### src/rtl/rr_octal_arbiter_pkg.sv
// rtl/rr_octal_arbiter_pkg.sv - shared constants, FSM encoding and round-robin pick function
package rr_octal_arbiter_pkg;

    localparam int NUM_REQ = 8;
    localparam int IDX_W   = 3;

    typedef enum logic {
        ST_IDLE  = 1'b0,
        ST_GRANT = 1'b1
    } state_t;

    // One-hot of the first set request at or above ptr, wrapping 7 -> 0.
    function automatic logic [NUM_REQ-1:0] rr_pick(
        input logic [NUM_REQ-1:0] req,
        input logic [IDX_W-1:0]   ptr
    );
        logic [NUM_REQ-1:0] pick;
        logic               found;
        logic [IDX_W-1:0]   idx;
        pick  = '0;
        found = 1'b0;
        for (int i = 0; i < NUM_REQ; i++) begin
            idx = ptr + IDX_W'(i);
            if (!found && req[idx]) begin
                pick[idx] = 1'b1;
                found     = 1'b1;
            end
        end
        return pick;
    endfunction

endpackage

### src/rtl/octal_binary.sv
// rtl/octal_binary.sv - one-hot (8 bit) to 3-bit binary index encoder; zero input gives 0
module octal_binary (
    input  logic [7:0] oct,
    output logic [2:0] bin
);

    assign bin[0] = oct[1] | oct[3] | oct[5] | oct[7];
    assign bin[1] = oct[2] | oct[3] | oct[6] | oct[7];
    assign bin[2] = oct[4] | oct[5] | oct[6] | oct[7];

endmodule

### src/rtl/rr_octal_arbiter.sv
// rtl/rr_octal_arbiter.sv - eight-way round-robin arbiter with held grants and optional hold timeout
module rr_octal_arbiter
    import rr_octal_arbiter_pkg::*;
#(
    parameter int HOLD_MAX = 15
) (
    input  logic                 clk,
    input  logic                 rst,
    input  logic [NUM_REQ-1:0]   req,
    input  logic                 done,
    output logic [NUM_REQ-1:0]   gnt,
    output logic [IDX_W-1:0]     gnt_bin,
    output logic                 gnt_valid,
    output logic                 timeout
);

    localparam int                CNT_W     = (HOLD_MAX > 0) ? $clog2(HOLD_MAX + 1) : 1;
    localparam bit                TIMER_EN  = (HOLD_MAX != 0);
    localparam logic [CNT_W-1:0]  HOLD_LAST = CNT_W'((HOLD_MAX > 0) ? HOLD_MAX - 1 : 0);

    state_t               r_state;
    logic [IDX_W-1:0]     r_ptr;
    logic [CNT_W-1:0]     r_hold_cnt;
    logic [NUM_REQ-1:0]   r_gnt;
    logic                 r_timeout;

    state_t               w_state_next;
    logic [IDX_W-1:0]     w_ptr_next;
    logic [CNT_W-1:0]     w_cnt_next;
    logic [NUM_REQ-1:0]   w_gnt_next;
    logic                 w_timeout_next;
    logic [IDX_W-1:0]     w_gnt_bin;
    logic                 w_rel_user;
    logic                 w_rel_timer;

    octal_binary u_octal_binary (
        .oct (r_gnt),
        .bin (w_gnt_bin)
    );

    // A user release (done or dropped request) masks the timeout pulse.
    assign w_rel_user  = done | ~(|(req & r_gnt));
    assign w_rel_timer = TIMER_EN && (r_hold_cnt == HOLD_LAST);

    always_comb begin
        w_state_next   = r_state;
        w_ptr_next     = r_ptr;
        w_cnt_next     = r_hold_cnt;
        w_gnt_next     = r_gnt;
        w_timeout_next = 1'b0;
        case (r_state)
            ST_IDLE: begin
                if (|req) begin
                    w_gnt_next   = rr_pick(req, r_ptr);
                    w_cnt_next   = '0;
                    w_state_next = ST_GRANT;
                end
            end
            ST_GRANT: begin
                if (w_rel_user || w_rel_timer) begin
                    w_gnt_next     = '0;
                    w_cnt_next     = '0;
                    w_ptr_next     = w_gnt_bin + IDX_W'(1);
                    w_timeout_next = w_rel_timer & ~w_rel_user;
                    w_state_next   = ST_IDLE;
                end else begin
                    w_cnt_next = r_hold_cnt + CNT_W'(1);
                end
            end
            default: w_state_next = ST_IDLE;
        endcase
    end

    always_ff @(posedge clk) begin
        if (rst) begin
            r_state    <= ST_IDLE;
            r_ptr      <= '0;
            r_hold_cnt <= '0;
            r_gnt      <= '0;
            r_timeout  <= 1'b0;
        end else begin
            r_state    <= w_state_next;
            r_ptr      <= w_ptr_next;
            r_hold_cnt <= w_cnt_next;
            r_gnt      <= w_gnt_next;
            r_timeout  <= w_timeout_next;
        end
    end

    assign gnt       = r_gnt;
    assign gnt_bin   = w_gnt_bin;
    assign gnt_valid = |r_gnt;
    assign timeout   = r_timeout;

endmodule
### config.mk
export PLATFORM = sky130hd
export DESIGN_NAME = rr_octal_arbiter
export DESIGN_NICKNAME = d
export VERILOG_FILES = /design/src/rtl/rr_octal_arbiter_pkg.sv /design/src/rtl/octal_binary.sv /design/src/rtl/rr_octal_arbiter.sv
export SDC_FILE = /design/constraint.sdc
export NUM_CORES = 1
export LEC_CHECK = 0
export ABC_CLOCK_PERIOD_IN_PS = 2900
export BUFFER_PORTS_ARGS = -buffer_cell sky130_fd_sc_hd__buf_2
export CORE_UTILIZATION = 54
export CTS_BUF_LIST = sky130_fd_sc_hd__clkbuf_4 sky130_fd_sc_hd__clkbuf_8 sky130_fd_sc_hd__clkbuf_16
export CTS_CLUSTER_DIAMETER = 30
export DETAILED_ROUTE_END_ITERATION = 8
export PLACE_DENSITY = 0.74
export SETUP_SLACK_MARGIN = 0.4
export SYNTH_ARGS = -nofsm -noshare
export SYNTH_HDL_FRONTEND = slang
export SYNTH_SLANG_ARGS = --single-unit
### constraint.sdc
create_clock -name clk -period 2.9 [get_ports clk]
set_input_delay 0.29 -clock clk [delete_from_list [all_inputs] [get_ports clk]]
set_output_delay 0.29 -clock clk [all_outputs]
set_load 0.1 [all_outputs]
Word level (Yosys, flattened, before mapping)
Cells that the tools add are included.
{ "op_classes": {"bitwise": 23, "add_sub_neg": 9, "reduce_logical": 29, "muxes": 84, "n_eq_ne": 3, "order_cmp": 16} }
{ "ops": {"columns": ["op", "count"], "rows": [
  ["two-way mux 8 bit", 24],
  ["OR 8 bit", 7],
  ["two-way mux 1 bit", 39],
  ["less-than comparator 3 x 4 -> 1 bit (second input constant)", 8],
  ["binary-select mux 1 bit (select 3 bit)", 8],
  ["demux 1 bit (select 3 bit)", 8],
  ["greater-or-equal comparator 3 x 1 -> 1 bit (second input constant)", 8],
  ["OR reduction 8 bit", 3],
  ["one-hot mux 8 bit (2 select lines)", 1],
  ["logical AND 1 bit", 15],
  ["adder 3 bit (second input constant)", 4],
  ["OR 1 bit", 10],
  ["bitwise AND 8 bit", 1],
  ["two-way mux 4 bit", 2],
  ["one-hot mux 4 bit (2 select lines)", 1],
  ["logical NOT 1 bit", 7],
  ["adder 3 x 1 -> 3 bit (second input constant)", 2],
  ["adder 3 x 2 -> 3 bit (second input constant)", 2],
  ["adder 4 x 1 -> 4 bit (second input constant)", 1],
  ["== test 4 bit (second input constant)", 1],
  ["inverter 1 bit", 4],
  ["AND reduction 2 bit", 2],
  ["OR reduction 3 bit", 1],
  ["inequality test 2 x 1 -> 1 bit (second input constant)", 1],
  ["other kinds (4)", 4]
]} }
{ "totals": {"output_inout_bits": 13, "register_bits": 17} }

Longest topological paths before layout
Gate-level depths: netlist (run 1).
{ "logic_depth": {"depth_word": 40, "depth_mapped": 12} }

Hierarchy
From an unflattened synthesis (run 1), not the netlist that was laid out.
{ "unflattened": {"cells_unflattened": 235, "hier_area_um2": 2058.2} }
{ "by_module_without_submodules": {"columns": ["mod", "seq_area_each_um2", "area_each_um2", "n_inst", "cells_per_inst"], "rows": [
  ["rr_octal_arbiter", 340.3, 2035.7, 1, 232],
  ["octal_binary", 0.0, 22.5, 1, 3]
]} }

Worst setup path after synthesis (run 1)
OpenSTA, ideal clock, no wires.
{ "synth_timing": {"path_kind": "reg2reg", "from": "register r_ptr[1]", "to": "register r_gnt[0], in the netlist gnt[0]", "path_stages_with_launch": 12, "arrival_ns": 3.133, "n_path_buf": 3, "path_slack_ns": -0.312, "path_cell_list": "dfxtp_1 -> clkbuf_1 -> buf_4 -> inv_1 -> ha_1 -> buf_6 -> mux2_2 -> mux4_2 -> or4b_4 -> o211ai_2 -> nand2_1 -> a32oi_1"} }
{ "synth_between": {"elab_chain_len": 40, "elab_cells_between_ends": 129} }
{ "synth_lines": {"columns": ["item", "line", "source"], "rows": [
  ["from (decl)", "rr_octal_arbiter.sv:22", "logic [IDX_W-1:0] r_ptr;"],
  ["from (signal assigned)", "rr_octal_arbiter.sv:83", "r_ptr <= w_ptr_next;"],
  ["parallel branches: the longest is 37 deep, another holds less-than comparator 3 x 4 -> 1 bit", null, null],
  ["two-way mux 8 bit *", "rr_octal_arbiter_pkg.sv:24", "if (!found && req[idx]) begin"],
  ["two-way mux 8 bit *", "rr_octal_arbiter.sv:53", "if (|req) begin"],
  ["one-hot mux 8 bit (2 select lines) *", "rr_octal_arbiter.sv:51", "case (r_state)"],
  ["to (signal assigned)", "rr_octal_arbiter.sv:85", "r_gnt <= w_gnt_next;"],
  ["to (decl)", "rr_octal_arbiter.sv:24", "logic [NUM_REQ-1:0] r_gnt;"]
]} }
Every way passes the cells marked *. The select of a mux whose other input is x is not followed.
A chain may end at the register's enable or synchronous reset.

Worst setup path after layout (run 1)
{ "layout_timing": {"from": "register r_ptr[1]", "to": "register r_gnt[7], in the netlist gnt[7]"} }
The elaborated chain is that of the path after synthesis.

==> run metrics, run 1 <==
status=complete, no violations; synthesized area=around 2100 µm²; register bit count reported by yosys=17; Worst-Skew Late Latency=0.25 ns; clock tree from TritonCTS=built; Die Y-Extent=about 65 µm; initial core utilization=between 50% and 60%; TritonCTS buffer count=3; gr ovfl total=0; setup repair after global routing missed its margin=yes; clock root buffer=clkbuf_8; total detailed-routing wirelength=6.306 mm; most common library cell in the layout ignoring fill and taps=nand2_1; number of port buffers=23; first-pass iteration count of the detailed router=5; final routed wire length divided by cell count=around 19 µm; fraction of post-synthesis cell area in the top cell type by area=between 10% and 20%; remaining antenna violation count=0; commonest cells after routing, fill and taps aside=nand2_1, buf_2, buf_4, mux4_2, dfxtp_1; Fmax achieved=between 0.3 and 0.4 GHz; crit path launch type=register; portion of the post-synthesis area used by sequential elements=about 16%; clock-pin slew on the worst setup and hold paths=approximately 0.070 ns; max-cap violation count=0; largest clock skew in the final design=about 0.0018 ns; predominant post-synthesis flop cell=dfxtp_1; core outline area=around 3700 µm²; fraction of final layout cells with drive strength greater than 1=between 30% and 40%; # rows=22; HPWL after detailed placement=4.491 mm; largest vdd supply drop=0.4442 mV; maximum fanout count along the critical path=8; number of nets at the end of the flow=between 300 and 400; areal power density over the cells=around 610 nW/µm²; leakage component of the power=0.9773 nW; antenna diode count=0; sink count of the clock tree=17; via total after detailed routing=between 2000 and 2500; WS Path Type=reg2reg; actual slew at the worst max-slew pin=0.8210 ns; Synth cell types=48; number of antenna violations at the first check in global routing=0; weighted congestion reported at the end of routability-driven placement=between 0.9 and 1; warning count from the yosys run=0; clk buf depth=2; worst rel slew slack=between 40 and 50%; count of final max-slew check failures=0; global-route wire length before repair=10.51 mm; DIE AREA=between 4000 and 5000 µm²; share of flip-flops with an asynchronous set or reset after synthesis=0%; class of the tightest hold or removal check=in2reg; final setup violation count=0; maximum number of pins on one net before global-route repair=34; Cell Count Post-Placement=around 310; number of top-level pins=24; chip width=about 65 µm; minimum setup slack in the final design=around 0.23 ns; setup tns final=0 ns; total DRC errors in the routed layout=0; Mean Syn Cell Area=roughly 8.4 µm²; number of instances in the synthesized netlist=257; deepest level of the CTS H-tree=1; final clock period utilization by the worst path=91.92%; data required time of the worst path=3.10 ns; pre-CTS WS=~0.16 ns; final hold violation count=0; growth of design area from synthesis to finish=20.38%; kind of capture point of the worst setup path=register; number of vias per cell after detailed routing=between 6 and 7; GRT Resource Usage Total=approximately a third; EDFF count, synth=0; Synth area leaders=dfxtp_1, mux4_2, nand2_1; endpoint arrival time on the critical path=approximately 2.9 ns; non-filler instance count after layout=between 300 and 400; via count of the first global-routing pass=around 2100; largest area contributor in the netlist=dfxtp_1; net count after synthesis=roughly 280; Initial DRC Count=around 300; post-route minimum period=about 2.7 ns
layer usage:
layer	global-route usage [%]	up-vias	share of wire [%]
met2	51.04	152	45
li1	-	1048	-
met4	14.13	0	3.6
met1	45.35	1053	43
met3	2.465	25	8.0
met5	0	-	0
critical path: stages, from the launching register on:
cell and delay, ns:
dfxtp_4 0.38, inv_8 0.04, ha_4 0.33, mux2_4 0.31, buf_4 0.13, mux4_2 0.51
o22ai_4 0.22, buf_6 0.16, nand4_1 0.14, a31oi_2 0.24, a221o_1 0.14
cell families (layout without fill, tap and decap cells):
group / count (synthesis) / in the layout / synth area share [%]
and+or+nand+nor: 101 / 101 / 24.75
muxes: 30 / 30 / 23.24
buffers and inverters: 40 / 67 / 7.979
adders and majority gates: 9 / 9 / 5.242
xor gates and xnor gates: 4 / 4 / 1.631
DFF: 17 / 17 / 15.84
AOI/OAI and AO/OA: 56 / 56 / 21.32
registers in the layout, summed over array words and instances, names as in the netlist:
name        flops
r_hold_cnt      4
gnt             8
timeout         1
r_ptr           3
r_state         1
area by class of cell:
type	instances	area, µm²
Tap cell	48	60.06
Sequential cell	17	347.8
Timing Repair Buffer	47	322.8
Multi-Input combinational cell	200	1737
Fill cell	304	1157
Clock buffer	4	48.80
Inverter	16	70.07
synthesized netlist by cell type, types with 7 or more instances:
master / number
nand2_1: 31
dfxtp_1: 17
inv_1: 16
mux4_2: 15
clkbuf_1: 14
nor2_1: 14
nand3_1: 10
nand4_1: 10
ha_1: 9
mux2i_1: 9
a221oi_1: 8
a31oi_1: 8
and3_1: 7
through the flow:
step                area [µm²]  power (mW)  hold WS [ns]  utilization, %
finish                    2586       1.586        0.3383           69.08
global route              2586       1.666        0.3658           69.08
CTS                       2562       1.545        0.3336           68.45
detailed placement        2349       1.244        0.4919           62.73
global placement          2349       1.241        0.4740           62.73
floorplan                 2242       1.094        0.4587               -
power breakdown:
group	switching, mW	leakage (nW)	internal [mW]
sequential	0.0287	0.139	0.253
clock	0.0826	0.0262	0.107
combinational	0.665	0.812	0.450
total	0.776	0.977	0.810
final timing paths:
| path | from | depth (start not counted) | endpoint | slack [ns] |
|---|---|---|---|---|
| setup / recovery | r_ptr[1]$_SDFFE_PP0P_ | 10 | gnt[7]$_SDFFE_PP0P_ | 0.23 |
| hold / removal | done | 4 | timeout$_SDFF_PP0_ | 0.34 |
| setup reg to reg | r_ptr[1]$_SDFFE_PP0P_ | 10 | gnt[7]$_SDFFE_PP0P_ | 0.23 |
| hold reg to reg | gnt[4]$_SDFFE_PP0P_ | 2 | gnt[4]$_SDFFE_PP0P_ | 0.50 |
repair_timing:
item | CTS | global route
gates resized for setup | 13 | 4
setup buffers | 13 | 1
hold buffers | 0 | 0
pin swaps | 13 | 4
endpoints found under the setup margin | 8 | 8
(Power assumes the default switching activity.)
==> run 2: changes to the inputs <==
Settings changed: CORE_ASPECT_RATIO set to 0.75.
==> run 2 against run 1 <==
Critical path depth fell by 3. Design area fell by 0.63%. Wire length rose by 8.2%. Worst setup slack got worse by 0.024 ns. Die area barely moved. Clock power rose by 5%. Hold slack got worse by 0.013 ns. Clock skew rose by 0.0028 ns. Fmax fell by 0.89%. Utilization fell by 0.23 points. Flip-flop and latch count did not move. Total power rose by 1.4%. Critical path type unchanged. Largest power group unchanged. Highest routed layer unchanged.
==> run metrics, run 2 (synthesis gave the netlist of run 1 again) <==
pre-CTS WS=0.1407 ns (-0.01759 ns); clock tree from TritonCTS=built; final worst hold slack=0.3251 ns (-0.01326 ns); Area after DPL=2361 µm² (+0.53%); largest clock skew in the final design=0.004597 ns (+0.002793 ns); TritonCTS buffer count=3 (unchanged); crit path launch type=register; total detailed-routing wirelength=6.820 mm (+8.2%); setup repair after global routing missed its margin=yes; max-cap violation count=0 (unchanged); final hold violation count=0 (unchanged); deepest level of the CTS H-tree=1 (unchanged); GRT Resource Usage Total=33.98% (+1.6 points); maximum fanout count along the critical path=12 (+4); data required time of the worst path=3.08 ns (-0.02 ns); number of port buffers=23 (unchanged); class of the tightest hold or removal check=in2reg; most common library cell in the layout ignoring fill and taps=nand2_1; gr ovfl total=0 (unchanged); number of vias per cell after detailed routing=6.872 (+0.15%); antenna diode count=0 (unchanged); fraction of final layout cells with drive strength greater than 1=34.51% (-0.35 points); leakage component of the power=0.9752 nW (-0.22%); Cell Count Post-Placement=319 (+1.6%); R2R Setup Slk=0.21 ns (-0.02 ns); Critical Path, Cell by Cell=buf_4 > mux4_2 > mux2i_1 > or4b_4 > o21ai_4 > nand2_1 > a32oi_1; sink count of the clock tree=17 (unchanged); final setup violation count=0 (unchanged); areal power density over the cells=625.6 nW/µm² (+2.0%); global-route wire length before repair=10.72 mm (+2.0%); Initial DRC Count=320 (+7.7%); clk buf depth=2 (unchanged); cell with the largest stage delay on the worst path=or4b_4; number of nets at the end of the flow=305 (unchanged); endpoint arrival time on the critical path=2.87 ns (about the same); non-filler instance count after layout=336 (+1.2%); growth of design area from synthesis to finish=19.63%; setup tns final=0 ns (unchanged); weighted congestion reported at the end of routability-driven placement=0.9309 (+1.1%); status=complete, no violations; minimum setup slack in the final design=0.2103 ns (-0.02407 ns); kind of capture point of the worst setup path=register; clock root buffer=clkbuf_8; first-pass iteration count of the detailed router=5 (unchanged); final routed wire length divided by cell count=20.30 µm (+6.9%); post-route minimum period=2.690 ns (+0.02407 ns); via count of the first global-routing pass=2099 (-0.90%); # rows=19 (-14%); largest vdd supply drop=0.3286 mV (-26%); chip width=74.83 µm (+15%); flip-flop count of the largest register, all copies and words added=8 (unchanged); Worst-Skew Late Latency=0.26 ns (about the same); via total after detailed routing=2309 (+1.4%); HPWL after detailed placement=4.541 mm (+1.1%); final clock period utilization by the worst path=92.75% (+0.83 points); post-layout instance area=2570 µm² (-0.63%); DIE AREA=4237 µm² (about the same); longest individual stage delay on the worst path=0.59 ns (+0.08 ns); number of filler instances in the final layout=295 (-3.0%); WS Path Type=reg2reg; number of antenna violations at the first check in global routing=0 (unchanged); clock-pin slew on the worst setup and hold paths=0.07 ns (about the same); commonest cells after routing, fill and taps aside=nand2_1, buf_2, buf_4, mux4_2, dfxtp_1; core outline area=3732 µm² (-0.30%); initial core utilization=57.56% (+0.17 points); number of top-level pins=24 (unchanged); remaining antenna violation count=0 (unchanged); actual slew at the worst max-slew pin=0.5976 ns (-0.2234 ns); Fmax achieved=0.3718 GHz (-0.89%); worst rel slew slack=60.03% (+15 points); count of final max-slew check failures=0 (unchanged); Die Y-Extent=56.63 µm (-13%); total DRC errors in the routed layout=0 (unchanged); maximum number of pins on one net before global-route repair=32 (-5.9%)
[run 2: cell counts in the layout (fill, tap and decap cells not counted)]
Identical to the previous run, type by type.
[run 2: per-stage QoR]
stage / util (%) / total power [mW]
detailed placement: 63.26 / 1.256
global placement: 63.26 / 1.252
global route: 68.86 / 1.667
finish: 68.86 / 1.608
CTS: 68.19 / 1.553
floorplan: - / 1.094
[run 2: per-layer routing]
metal | wire length (µm) | track usage [%]
met5 | 0 | 0
met4 | 151 | 9.973
met3 | 833 | 8.977
met2 | 2960 | 47.75
met1 | 2875 | 50.51
[run 2: timing repair]
action	4_1_cts	5_1_grt
pin swaps	10	5
hold buffers	0	0
buffers inserted	10	3
resized for setup	14	2
setup endpoints to repair	8	8
[run 2: critical path: cells and delay by family, from the launching register on]
family                 cells  cell delay (ns)
AOI/OAI and AO/OA          2             0.37
buffers and inverters      1             0.23
DFF                        1             0.40
muxes                      2             0.94
and+or+nand+nor            2             0.67
[run 2: where the power goes]
| part | internal, mW | total (mW) | switching, mW |
|---|---|---|---|
| registers | 0.253 | 0.283 | 0.0299 |
| logic | 0.441 | 1.13 | 0.686 |
| clock network | 0.107 | 0.198 | 0.0907 |
| total | 0.801 | 1.61 | 0.806 |
[run 2: final timing paths]
| check | start | endpoint | cells past startpoint |
|---|---|---|---|
| worst max-delay path | r_ptr[1]$_SDFFE_PP0P_ | gnt[4]$_SDFFE_PP0P_ | 7 |
| worst min-delay path | done | timeout$_SDFF_PP0_ | 4 |
| worst max register to register | r_ptr[1]$_SDFFE_PP0P_ | gnt[4]$_SDFFE_PP0P_ | 7 |
| worst min register to register | r_hold_cnt[3]$_SDFFE_PP0P_ | r_hold_cnt[3]$_SDFFE_PP0P_ | 2 |
[run 2: area by class of cell]
class | instances | area (µm²) | area share [%]
Multi-Input combinational cell | 200 | 1732 | 67.38
Tap cell | 52 | 65.06 | 2.532
Timing Repair Buffer | 47 | 306.5 | 11.93
Sequential cell | 17 | 347.8 | 13.53
Clock buffer | 4 | 48.80 | 1.899
Inverter | 16 | 70.07 | 2.726
